### src/rtl/mfb_merger_sched.sv
// -----------------------------------------------------------------------------
// mfb_merger_sched
// Packet-level round-robin scheduler for the MVB+MFB merger datapath. It picks
// which input may push its next header (MVB item) and, if the header carries
// one, its payload (MFB frame) to TX. A grant is held for the whole packet, from
// header accept to payload EOF, so frames from different inputs never
// interleave. Consecutive grants are always separated by one idle cycle, and
// arbitration happens in that idle cycle.
//
// Optional feature: define MFB_MERGER_SCHED_BURST_EN to let one input keep
// priority for up to BURST_MAX consecutive packets.
//
// Parameters:
//   INPUTS        number of merged input streams (>=1)
//   PAYLOAD_MASK  bit i set: input i may carry an MFB payload
//   BURST_MAX     max consecutive packets per input (burst build only, >=1)
//
// Ports:
//   CLK           clock
//   RESET         synchronous, active-high reset
//   RX_REQ        per input: valid header at queue head
//   RX_PAYLOAD    per input: head header has a payload (valid with RX_REQ)
//   HDR_ACCEPT    granted header transferred to TX this cycle
//   PLD_EOF       granted payload EOF transferred to TX this cycle
//   GRANT_VLD     a grant is active
//   GRANT_SEL     index of the granted input
//   GRANT_ONEHOT  one-hot GRANT_SEL, all-zero when GRANT_VLD is low
//   GRANT_PLD     granted packet is in its payload phase
//   PKT_DONE      one-cycle pulse: granted packet fully transferred
// -----------------------------------------------------------------------------
module mfb_merger_sched #(
    parameter int                INPUTS       = 2,
    parameter logic [INPUTS-1:0] PAYLOAD_MASK = '1,
    parameter int                BURST_MAX    = 4
) (
    input  logic                                          CLK,
    input  logic                                          RESET,
    input  logic [INPUTS-1:0]                             RX_REQ,
    input  logic [INPUTS-1:0]                             RX_PAYLOAD,
    input  logic                                          HDR_ACCEPT,
    input  logic                                          PLD_EOF,
    output logic                                          GRANT_VLD,
    output logic [((INPUTS > 1) ? $clog2(INPUTS) : 1)-1:0] GRANT_SEL,
    output logic [INPUTS-1:0]                             GRANT_ONEHOT,
    output logic                                          GRANT_PLD,
    output logic                                          PKT_DONE
);

    localparam int SEL_W = (INPUTS > 1) ? $clog2(INPUTS) : 1;
    localparam int BC_W  = $clog2(BURST_MAX) + 1;

    // A non-positive burst limit is a configuration error; this block only
    // exists so such a build is easy to spot in the elaborated hierarchy.
    if (BURST_MAX < 1) begin : g_burst_max_invalid
    end

    typedef enum logic [1:0] {
        ST_IDLE = 2'd0,
        ST_HDR  = 2'd1,
        ST_PLD  = 2'd2
    } state_t;

    state_t             state_r;
    logic [SEL_W-1:0]   sel_r;
    logic [SEL_W-1:0]   ptr_r;
    logic               grant_vld_r;
    logic               grant_pld_r;
    logic               pkt_done_r;
    logic [INPUTS-1:0]  onehot_r;
`ifdef MFB_MERGER_SCHED_BURST_EN
    logic [BC_W-1:0]    bc_r;
`endif

    logic [SEL_W-1:0]   arb_idx_s;
    logic [SEL_W-1:0]   arb_cand_s;
    logic               arb_found_s;
    logic               has_pld_s;
    logic               done_s;

    // Index after v, wrapping from INPUTS-1 back to 0 (constant 0 when INPUTS=1).
    function automatic logic [SEL_W-1:0] inc_wrap(input logic [SEL_W-1:0] v);
        if (v == SEL_W'(INPUTS - 1)) begin
            return {SEL_W{1'b0}};
        end else begin
            return v + SEL_W'(1);
        end
    endfunction

    // One-hot decode of an input index.
    function automatic logic [INPUTS-1:0] to_onehot(input logic [SEL_W-1:0] idx);
        logic [INPUTS-1:0] oh;
        oh = {INPUTS{1'b0}};
        for (int i = 0; i < INPUTS; i++) begin
            oh[i] = (idx == SEL_W'(i));
        end
        return oh;
    endfunction

    // Round-robin search: first requester starting at ptr_r, wrapping around.
    always_comb begin
        arb_found_s = 1'b0;
        arb_idx_s   = {SEL_W{1'b0}};
        arb_cand_s  = ptr_r;
        for (int k = 0; k < INPUTS; k++) begin
            if (!arb_found_s && RX_REQ[arb_cand_s]) begin
                arb_found_s = 1'b1;
                arb_idx_s   = arb_cand_s;
            end else begin
                arb_found_s = arb_found_s;
            end
            arb_cand_s = inc_wrap(arb_cand_s);
        end
    end

    // Payload presence is qualified by the static per-input capability mask.
    assign has_pld_s = RX_PAYLOAD[sel_r] & PAYLOAD_MASK[sel_r];

    // Packet completion: header-only accept, accept with same-cycle EOF, or EOF in payload phase.
    always_comb begin
        done_s = 1'b0;
        case (state_r)
            ST_HDR: begin
                if (HDR_ACCEPT && (!has_pld_s || PLD_EOF)) begin
                    done_s = 1'b1;
                end else begin
                    done_s = 1'b0;
                end
            end
            ST_PLD:  done_s = PLD_EOF;
            default: done_s = 1'b0;
        endcase
    end

    // Scheduler FSM with registered grant outputs and round-robin pointer.
    always_ff @(posedge CLK) begin
        if (RESET) begin
            state_r     <= ST_IDLE;
            sel_r       <= {SEL_W{1'b0}};
            ptr_r       <= {SEL_W{1'b0}};
            grant_vld_r <= 1'b0;
            grant_pld_r <= 1'b0;
            pkt_done_r  <= 1'b0;
            onehot_r    <= {INPUTS{1'b0}};
`ifdef MFB_MERGER_SCHED_BURST_EN
            bc_r        <= {BC_W{1'b0}};
`endif
        end else begin
            pkt_done_r <= 1'b0;
            if (done_s) begin
                // Release the grant; the following cycle is the arbitration bubble.
                state_r     <= ST_IDLE;
                grant_vld_r <= 1'b0;
                grant_pld_r <= 1'b0;
                pkt_done_r  <= 1'b1;
                onehot_r    <= {INPUTS{1'b0}};
`ifdef MFB_MERGER_SCHED_BURST_EN
                if ((bc_r + BC_W'(1)) < BC_W'(BURST_MAX)) begin
                    ptr_r <= sel_r;
                    bc_r  <= bc_r + BC_W'(1);
                end else begin
                    ptr_r <= inc_wrap(sel_r);
                    bc_r  <= {BC_W{1'b0}};
                end
`else
                ptr_r <= inc_wrap(sel_r);
`endif
            end else begin
                case (state_r)
                    ST_IDLE: begin
                        if (arb_found_s) begin
                            state_r     <= ST_HDR;
                            sel_r       <= arb_idx_s;
                            grant_vld_r <= 1'b1;
                            onehot_r    <= to_onehot(arb_idx_s);
`ifdef MFB_MERGER_SCHED_BURST_EN
                            // A different winner starts a fresh burst.
                            if (arb_idx_s != sel_r) begin
                                bc_r <= {BC_W{1'b0}};
                            end else begin
                                bc_r <= bc_r;
                            end
`endif
                        end else begin
                            state_r <= ST_IDLE;
                        end
                    end
                    ST_HDR: begin
                        // Accept without completion means a payload follows.
                        if (HDR_ACCEPT) begin
                            state_r     <= ST_PLD;
                            grant_pld_r <= 1'b1;
                        end else begin
                            state_r <= ST_HDR;
                        end
                    end
                    ST_PLD: begin
                        state_r <= ST_PLD;
                    end
                    default: begin
                        state_r     <= ST_IDLE;
                        grant_vld_r <= 1'b0;
                        grant_pld_r <= 1'b0;
                        onehot_r    <= {INPUTS{1'b0}};
                    end
                endcase
            end
        end
    end

    assign GRANT_VLD    = grant_vld_r;
    assign GRANT_SEL    = sel_r;
    assign GRANT_ONEHOT = onehot_r;
    assign GRANT_PLD    = grant_pld_r;
    assign PKT_DONE     = pkt_done_r;

endmodule
### config.mk
export PLATFORM = sky130hd
export DESIGN_NAME = mfb_merger_sched
export DESIGN_NICKNAME = d
export VERILOG_FILES = /design/src/rtl/mfb_merger_sched.sv
export SDC_FILE = /design/constraint.sdc
export NUM_CORES = 1
export LEC_CHECK = 0
export BUFFER_PORTS_ARGS = -buffer_cell sky130_fd_sc_hd__buf_2
export CAP_MARGIN = 0
export CORE_AREA = 3 3 40 42
export CTS_CLUSTER_SIZE = 40
export DETAILED_ROUTE_END_ITERATION = 10
export DIE_AREA = 0 0 43 45
export GPL_ROUTABILITY_DRIVEN = 1
export PLACE_DENSITY = 0.66
export SKIP_CTS_REPAIR_TIMING = 1
export SLEW_MARGIN = 10
export SYNTH_ARGS = -nofsm -noshare
export SYNTH_HDL_FRONTEND = slang
export SYNTH_SLANG_ARGS = --single-unit
### constraint.sdc
create_clock -name CLK -period 1.5 [get_ports CLK]
set_input_delay 0.075 -clock CLK [delete_from_list [all_inputs] [get_ports CLK]]
set_output_delay 0.075 -clock CLK [all_outputs]
set_load 0.03 [all_outputs]
==> qor.txt <==
Yosys cell types: 27
worst slew pin tran: 0.385 ns
Num CTS Buffers: 3
CP Class: register to register
Mapped Cells: 52
synth warn: 0
most frequent cells in the layout: buf_2, dfxtp_1, buf_4
Worst setup EP type: register
largest net degree at the start of global routing: 8
DRT iter0 DRCs: 8
setup violators final: 0
total gr overflow: 0
Avg Inst Size Synth: 9.55 µm²
crit path cell chain: inv_2, ha_4, and3_4, a221o_2, a211oi_2
fin area: 681 µm²
status: complete, no violations
relative slew slack: 74.0%
Post-Syn Area: 497 µm²
via count: 459
core area: 1280 µm²
PwrDens: 1170 nW/µm²
vias in the first global route: 431
Placer Congestion: 0.775
Hold Vio Cnt, Final: 0
wirelength, routed: 1.05 mm
area post-placement: 638 µm²
# rows: 13
Avg WL per Cell: 11.7 µm
Detail Route Antenna Nets: 0
Clock Skew: 0.00888 ns
CTS sink count: 9
initial antenna violation count: 0
f_max: 0.674 GHz
DRC viols: 0
Final HPWL DP: 828 µm
CP delay by family, top: compound AO/OA/AOI/OAI gates
final max-slew violation count: 0
# nets final: 88
CP max FO: 6
synth top area cells: dfxtp_1, ha_1, nor2b_1, mux2i_1, a221oi_1
max_cap viols: 0
Placement Setup Slack: -0.0332 ns
die height: 45 µm
CTS tree: done
final worst slack: 0.0157 ns
Startpoint Class: register
P_leak: 0.000301 µW
worst hold margin: 0.0432 ns
RSZ-0062 raised after global routing: yes
maximum root-to-sink buffer count: 2
commonest non-fill, non-tap cell in the layout: buf_2
slowest cell on the critical path: a221o_2
layout cell share with drive strength beyond 1: 50.7%
Clk pin slew, worst setup/hold paths: 0.06 ns
first-pass GRT wire length: 1.78 mm
min-delay worst type: input port to register
io pins: 14
Port-buffer cells: 13
# fillers: 129
crit path time final: 1.48 ns
sequential fraction of the synthesis area: 36.3%
Horiz. Die Dim: 43 µm
total power: 796 µW
FF+latch count, synth: 9
die area: 1940 µm²
Net Count, Synth: 64
WP data arrival: 1.66 ns
diode count: 0
htree depth: 1
aggregate global-route resource usage: 12.3%
via/cell ratio: 5.10
Initial DRT Pass Iterations: 3
final worst-path cycle share: 99.0%
WP data required: 1.68 ns
Max rail drop VDD: 0.699 mV
Crit path largest cell delay: 0.43 ns
Root Buffer: clkbuf_4
Syn-to-layout area delta: 37.0%
area leader, netlist: dfxtp_1
worst path bufs/invs: 1
clk_lat worst skew: 0.26 ns
Starting Density: 38.7%
Synth top area share: 36.3%
cell type report:
type	instances	area [µm²]	share of cell area, %
Tap cell	15	18.8	2.76
Multi-Input combinational cell	41	335	49.3
Clock buffer	4	26.3	3.86
Sequential cell	9	183	26.8
Timing Repair Buffer	19	110	16.2
Inverter	2	7.51	1.10
flip-flops by register name, indices dropped and copies added (netlist names):
| signal | cells |
|---|---|
| PKT_DONE | 1 |
| GRANT_SEL | 1 |
| GRANT_PLD | 1 |
| GRANT_ONEHOT | 2 |
| state_r | 2 |
| GRANT_VLD | 1 |
| ptr_r | 1 |
synthesized netlist by cell type:
cell type,number
a211oi_1,1
nand2b_1,2
o21ba_2,1
and2_2,1
mux2i_1,2
o22ai_1,1
nor3_2,1
nor2b_1,4
a21o_1,1
nand3_1,2
a22o_2,1
or2b_1,1
nor3_1,1
nand3b_1,1
nor2_1,3
a211oi_2,1
and3_4,1
a221oi_1,2
a21oi_1,3
inv_1,2
nand2_1,1
a221o_2,1
ha_1,4
dfxtp_1,9
and2b_2,1
a31oi_1,1
o21ai_0,3
stage by stage:
stage                     instances  TNS [ns]  utilization, %
after floorplan                  52         0               -
after global placement           86         0            49.7
after detailed placement         86   -0.0458            49.7
after CTS                        90    -0.153            51.7
after global routing             90    -0.170            53.0
final                            90         0            53.0
worst register-to-register path: cells and delay by family (launching register included):
family	cells	cell delay [ns]
AOI/OAI and AO/OA	2	0.58
and+or+nand+nor	1	0.19
DFF	1	0.35
buffers and inverters	1	0.06
adders and majority gates	1	0.23
layer usage:
| layer | part of all wire (%) | track usage, % | routed length (µm) | vias to the layer above |
|---|---|---|---|---|
| li1 | - | - | - | 240 |
| met1 | 47 | 15.0 | 497 | 212 |
| met2 | 47 | 20.1 | 498 | 7 |
| met3 | 5.4 | 6.37 | 57 | 0 |
| met4 | 0 | 1.81 | 0 | 0 |
| met5 | 0 | 0 | 0 | - |
where the power goes:
part	leakage (µW)	switching [µW]	internal [µW]
Combinational	0.000212	171	157
Sequential	0.0000744	17.0	271
Clock	0.0000150	78.2	102
Total	0.000301	266	530
final timing paths:
kind                                       from         endpoint  slack, ns  cells past startpoint
worst min-delay path                      RESET         PKT_DONE       0.04                      2
worst max register to register       state_r[0]       state_r[0]       0.02                      5
worst max-delay path                 state_r[0]       state_r[0]       0.02                      5
worst min register to register  GRANT_ONEHOT[0]  GRANT_ONEHOT[0]       0.47                      2
cell families after synthesis:
family	count (synthesis)	synth area share, %
mux	2	4.03
buf+inv	2	1.51
compound gates	16	23.9
simple gates	19	24.2
fa+ha+maj	4	10.1
flops	9	36.3
No activity file was read; power rests on OpenSTA's default activity.
